==> src/rtl/sram_burst_ctrl_if.sv <==
// Command, write-stream, read-stream and RAM-pin bundle for sram_burst_ctrl.
// master = controller side, slave = datapath/RAM environment side.
interface sram_burst_ctrl_if;
  logic       req_valid;
  logic       req_ready;
  logic       req_we;
  logic [4:0] req_addr;
  logic [2:0] req_len;
  logic       wr_valid;
  logic       wr_ready;
  logic [3:0] wr_data;
  logic       rd_valid;
  logic       rd_ready;
  logic [3:0] rd_data;
  logic       done;
  logic [4:0] mem_addr;
  logic [3:0] mem_din;
  logic       mem_we;
  logic [3:0] mem_dout;

  modport master (
    input  req_valid, req_we, req_addr, req_len, wr_valid, wr_data, rd_ready, mem_dout,
    output req_ready, wr_ready, rd_valid, rd_data, done, mem_addr, mem_din, mem_we
  );

  modport slave (
    output req_valid, req_we, req_addr, req_len, wr_valid, wr_data, rd_ready, mem_dout,
    input  req_ready, wr_ready, rd_valid, rd_data, done, mem_addr, mem_din, mem_we
  );
endinterface

==> src/rtl/sram_burst_ctrl.sv <==
// Burst sequencer for a 32x4 synchronous SRAM: 1 write beat/cycle, 1 read beat/3 cycles.
// Optional power-up clear sweep of the RAM when SRAM_BURST_CTRL_CLEAR_EN is defined.
module sram_burst_ctrl (
  input  logic               i_clk,
  input  logic               i_rst,
  sram_burst_ctrl_if.master  bus
);

  typedef enum logic [2:0] {
    INIT, IDLE, WR, RD_ISSUE, RD_CAPT, RD_HOLD
  } state_t;

  state_t     r_state;
  logic [4:0] r_cur_addr;
  logic [2:0] r_beats_left;
  logic       r_rd_valid;
  logic [3:0] r_rd_data;
  logic       r_done;

  logic       w_wr_beat;
  logic       w_sweep_we;

  // Write pins are driven in the WR cycle itself so the RAM captures the beat on its closing edge.
  assign w_wr_beat = (r_state == WR) && bus.wr_valid;

`ifdef SRAM_BURST_CTRL_CLEAR_EN
  assign w_sweep_we = (r_state == INIT) && !i_rst;
`else
  assign w_sweep_we = 1'b0;
`endif

  assign bus.req_ready = (r_state == IDLE);
  assign bus.wr_ready  = w_wr_beat;
  assign bus.mem_we    = w_wr_beat | w_sweep_we;
  assign bus.mem_addr  = r_cur_addr;
  assign bus.mem_din   = w_wr_beat ? bus.wr_data : 4'd0;
  assign bus.rd_valid  = r_rd_valid;
  assign bus.rd_data   = r_rd_data;
  assign bus.done      = r_done;

  always_ff @(posedge i_clk or posedge i_rst) begin
    if (i_rst) begin
      r_state      <= INIT;
      r_cur_addr   <= 5'd0;
      r_beats_left <= 3'd0;
      r_rd_valid   <= 1'b0;
      r_rd_data    <= 4'd0;
      r_done       <= 1'b0;
    end else begin
      r_done <= 1'b0;
      case (r_state)
        INIT: begin
`ifdef SRAM_BURST_CTRL_CLEAR_EN
          if (r_cur_addr == 5'd31) begin
            r_cur_addr <= 5'd0;
            r_state    <= IDLE;
          end else begin
            r_cur_addr <= r_cur_addr + 5'd1;
          end
`else
          r_state <= IDLE;
`endif
        end
        IDLE: begin
          if (bus.req_valid) begin
            r_cur_addr   <= bus.req_addr;
            r_beats_left <= bus.req_len;
            r_state      <= bus.req_we ? WR : RD_ISSUE;
          end
        end
        WR: begin
          if (bus.wr_valid) begin
            r_cur_addr <= r_cur_addr + 5'd1;
            if (r_beats_left == 3'd0) begin
              r_done  <= 1'b1;
              r_state <= IDLE;
            end else begin
              r_beats_left <= r_beats_left - 3'd1;
            end
          end
        end
        RD_ISSUE: r_state <= RD_CAPT;
        RD_CAPT: begin
          r_rd_data  <= bus.mem_dout;
          r_rd_valid <= 1'b1;
          r_state    <= RD_HOLD;
        end
        RD_HOLD: begin
          if (bus.rd_ready) begin
            r_rd_valid <= 1'b0;
            r_cur_addr <= r_cur_addr + 5'd1;
            if (r_beats_left == 3'd0) begin
              r_done  <= 1'b1;
              r_state <= IDLE;
            end else begin
              r_beats_left <= r_beats_left - 3'd1;
              r_state      <= RD_ISSUE;
            end
          end
        end
        default: r_state <= INIT;
      endcase
    end
  end

endmodule

==> src/flat_wrapper.sv <==
// flat-port wrapper written by rule: the top's interface ports become plain ports
module sram_burst_ctrl_flat 
  (i_clk, i_rst, bus_req_valid, bus_req_we, bus_req_addr, bus_req_len, bus_wr_valid, bus_wr_data, bus_rd_ready, bus_mem_dout, bus_req_ready, bus_wr_ready, bus_rd_valid, bus_rd_data, bus_done, bus_mem_addr, bus_mem_din, bus_mem_we);
  sram_burst_ctrl_if bus_i ();
  input  logic i_clk;
  input  logic i_rst;
  input wire logic [$bits(bus_i.req_valid)-1:0] bus_req_valid;
  input wire logic [$bits(bus_i.req_we)-1:0] bus_req_we;
  input wire logic [$bits(bus_i.req_addr)-1:0] bus_req_addr;
  input wire logic [$bits(bus_i.req_len)-1:0] bus_req_len;
  input wire logic [$bits(bus_i.wr_valid)-1:0] bus_wr_valid;
  input wire logic [$bits(bus_i.wr_data)-1:0] bus_wr_data;
  input wire logic [$bits(bus_i.rd_ready)-1:0] bus_rd_ready;
  input wire logic [$bits(bus_i.mem_dout)-1:0] bus_mem_dout;
  output wire logic [$bits(bus_i.req_ready)-1:0] bus_req_ready;
  output wire logic [$bits(bus_i.wr_ready)-1:0] bus_wr_ready;
  output wire logic [$bits(bus_i.rd_valid)-1:0] bus_rd_valid;
  output wire logic [$bits(bus_i.rd_data)-1:0] bus_rd_data;
  output wire logic [$bits(bus_i.done)-1:0] bus_done;
  output wire logic [$bits(bus_i.mem_addr)-1:0] bus_mem_addr;
  output wire logic [$bits(bus_i.mem_din)-1:0] bus_mem_din;
  output wire logic [$bits(bus_i.mem_we)-1:0] bus_mem_we;
  assign bus_i.req_valid = bus_req_valid;
  assign bus_i.req_we = bus_req_we;
  assign bus_i.req_addr = bus_req_addr;
  assign bus_i.req_len = bus_req_len;
  assign bus_i.wr_valid = bus_wr_valid;
  assign bus_i.wr_data = bus_wr_data;
  assign bus_i.rd_ready = bus_rd_ready;
  assign bus_i.mem_dout = bus_mem_dout;
  assign bus_req_ready = bus_i.req_ready;
  assign bus_wr_ready = bus_i.wr_ready;
  assign bus_rd_valid = bus_i.rd_valid;
  assign bus_rd_data = bus_i.rd_data;
  assign bus_done = bus_i.done;
  assign bus_mem_addr = bus_i.mem_addr;
  assign bus_mem_din = bus_i.mem_din;
  assign bus_mem_we = bus_i.mem_we;
  sram_burst_ctrl u_core (.i_clk(i_clk), .i_rst(i_rst), .bus(bus_i));
endmodule
==> config.mk <==
export PLATFORM = sky130hd
export DESIGN_NAME = sram_burst_ctrl_flat
export DESIGN_NICKNAME = d
export VERILOG_FILES = /design/src/rtl/sram_burst_ctrl_if.sv /design/src/rtl/sram_burst_ctrl.sv /design/src/flat_wrapper.sv
export SDC_FILE = /design/constraint.sdc
export NUM_CORES = 1
export LEC_CHECK = 0
export ABC_AREA = 1
export BUFFER_PORTS_ARGS = -buffer_cell sky130_fd_sc_hd__buf_2
export CELL_PAD_IN_SITES_DETAIL_PLACEMENT = 1
export CELL_PAD_IN_SITES_GLOBAL_PLACEMENT = 1
export CORE_ASPECT_RATIO = 1.1
export CORE_MARGIN = 4
export CORE_UTILIZATION = 34
export DETAILED_ROUTE_END_ITERATION = 6
export PLACE_DENSITY_LB_ADDON = 0.1
export SLEW_MARGIN = 10
export SYNTH_ARGS = -nofsm -noshare
export SYNTH_HDL_FRONTEND = slang
export SYNTH_SLANG_ARGS = --single-unit
==> constraint.sdc <==
create_clock -name i_clk -period 1.6 [get_ports i_clk]
set_input_delay 0.08 -clock i_clk [delete_from_list [all_inputs] [get_ports i_clk]]
set_output_delay 0.08 -clock i_clk [all_outputs]
set_load 0.005 [all_outputs]
==> metrics.cfg <==
[drt]
vias = 1118
routed_wl_um = 2970
drt_iter0_drc = 37
antenna_left = 0
viasPerCell = 4.97
drcViolationCount = 0
wl_per_cell_um = 13.2
firstDrtPassIters = 4

[timing]
finalSetupTns_ns = 0
period_share = 0.916
worstMarginPinSlew_ns = 0.675
setup_violations = 0
fin_crit_ns = 1.47
drv_slew = 0
finalHoldViolCount = 0
max_slew_margin = 0.550
finalClockSkew_ns = 0.00586
max_freq_mhz = 682
rsz0062_at_grt = no

[layout]
diodes = 0
drive_above_1_share = 0.346
area_growth_pct = 27.5
num-nets-final = 217
final_cells = 225
fin_area_mm2 = 0.00139
fillCellCount = 412
fin_util = 0.455

[global_route]
grt_max_degree = 18
grt_usage = 0.159
antenna_found_initial = 0
overflow = 0
grt_pass1_wl_um = 5020
grt_pass1_vias = 1122

[critical_path]
path_max_fanout = 4
critPathCaptureType = output port
crit_type = flop to output port
cp_data_arrival_time_ns = 1.39
start_kind = flop
r2r_slack_ns = 0.14
cp.required_ns = 1.52

[die]
core_area_mm2 = 0.00305
initial_core_util = 0.357
io_pins = 40
fp.dieW_um = 61.9
die_area_mm2 = 0.00417
fp-row-count = 21
die_h_um = 67.3

[synth]
yosysWarnings = 0
netlist_instances = 145
ys_seq_area_frac = 0.391
ys_seq_elements = 17
ys_types = 23
postSynthAreaPerCell_um2 = 7.50
synth_nets = 170
synth.cell_area_mm2 = 0.00109

[place]
gp_congestion = 0.792
dp_cells = 216
port_buffers = 39
postPlaceCellArea_mm2 = 0.00130
hpwl_um = 2370

[flow_run]
max_cap_viol_count = 0

[clocking]
clockBufferDepth = 2
cts_buffers = 3
htree_levels = 1
tritoncts = built
path_clk_slew_ns = 0.11
insertion_delay_ns = 0.30
cts.sinks = 17
cts_root_buffer = clkbuf_4

[power_and_ir_drop]
pwr_density_cell_mw_per_mm2 = 1850
peakVddDrop_uv = 747
leakage_nw = 0.814

[outcome]
status = finished, final reports clean

[min_path]
hp-class = input port to flop

synthesized netlist by cell type:
cell / count / share of area
nand2_1: 44 / 0.15
nand3_1: 24 / 0.11
inv_1: 19 / 0.066
dfrtp_1: 17 / 0.39
nor2_1: 8 / 0.028
mux2_2: 4 / 0.041
buf_4: 3 / 0.021
ha_1: 3 / 0.035
buf_6: 2 / 0.021
inv_2: 2 / 0.0069
nand2_2: 2 / 0.012
nand4_1: 2 / 0.012
nor2_2: 2 / 0.012
nor2_4: 2 / 0.021
o21ai_0: 2 / 0.0092
o21ai_2: 2 / 0.016
a21oi_1: 1 / 0.0046
a31o_2: 1 / 0.0081
a31oi_1: 1 / 0.0058
nand3_2: 1 / 0.0092
o21bai_1: 1 / 0.0069
or2_2: 1 / 0.0058
xor2_1: 1 / 0.0081
through the flow:
stage | worst slack, ns | total power [mW] | hold slack [ns]
after global routing | 0.00302 | 2.88 | 0.00128
after detailed placement | 0.117 | 2.30 | 0.225
after global placement | 0.126 | 2.25 | 0.220
after floorplan | 0.377 | 1.87 | 0.00607
after CTS | 0.00116 | 2.56 | 0.000519
final | 0.134 | 2.57 | 0.00765
cells in the final DEF, fill, tap and decap left out, drive strengths merged:
| cell | n |
|---|---|
| nor2 | 12 |
| nand4 | 2 |
| o21bai | 1 |
| buf | 44 |
| nand3 | 25 |
| ha | 3 |
| nand2 | 46 |
| a31o | 1 |
| inv | 21 |
| dfrtp | 17 |
| mux2 | 4 |
| a21oi | 1 |
| or2 | 1 |
| o21ai | 4 |
| clkbuf | 4 |
| dlygate4sd3 | 3 |
| xor2 | 1 |
| a31oi | 1 |
sequential cells by signal, summed over array words and instances (netlist names):
| signal | flops |
|---|---|
| u_core.bus.mem_addr | 5 |
| u_core.r_beats_left | 3 |
| u_core.bus.rd_data | 4 |
| u_core.r_state | 3 |
| u_core.bus.rd_valid | 1 |
| u_core.bus.done | 1 |
routing by layer:
layer,share of wire,up-vias,global-route usage
li1,-,547,-
met1,0.44,536,0.200
met2,0.50,28,0.263
met3,0.041,7,0.0306
met4,0.020,0,0.0610
met5,0,-,0
timing repair:
action                     CTS  global route
hold endpoints to repair    19             0
resized for setup            0             4
setup buffers                0             2
hold buffers                 3             0
setup endpoints to repair    0            10
worst max-delay path, cell delays in order, from the launching register on:
cell and delay [ns]:
dfrtp_2 0.46, nor2_4 0.16, nand2_4 0.09, nor2_4 0.10
inv_1 0.07, nor2_1 0.09, buf_2 0.12
logic make-up after synthesis:
logic type	count (synthesis)	synth area share
flip-flops	17	0.391
buffers and inverters	26	0.114
AND/OR/NAND/NOR	86	0.360
AO/OA/AOI/OAI	8	0.0506
adder cells (fa/ha/maj)	3	0.0345
XOR/XNOR	1	0.00806
multiplexers	4	0.0414
path summary, 6_finish.rpt:
kind,start,to,cells after the start
worst max register to register,u_core.r_state[1],u_core.bus.mem_addr[3],8
worst min-delay path,bus_mem_dout[2],u_core.bus.rd_data[2],2
min in group asynchronous,i_rst,u_core.r_state[1],3
max in group asynchronous,i_rst,u_core.r_state[2],3
worst max-delay path,u_core.r_state[0],bus_mem_din[3],6
worst min register to register,u_core.bus.rd_valid,u_core.bus.rd_valid,2
layout make-up:
class	instances	area, um2	share of cell area
Sequential cell	17	428	0.309
Inverter	21	78.8	0.0569
Multi-Input combinational cell	102	548	0.395
Clock buffer	4	26.3	0.0190
Timing Repair Buffer	47	263	0.190
Tap cell	34	42.5	0.0307
power breakdown:
| group | total [mW] | internal [mW] | switching, mW |
|---|---|---|---|
| registers | 0.850 | 0.644 | 0.206 |
| logic | 1.48 | 0.631 | 0.848 |
| clock network | 0.242 | 0.0971 | 0.145 |
No activity file was read; power rests on OpenSTA's default activity.
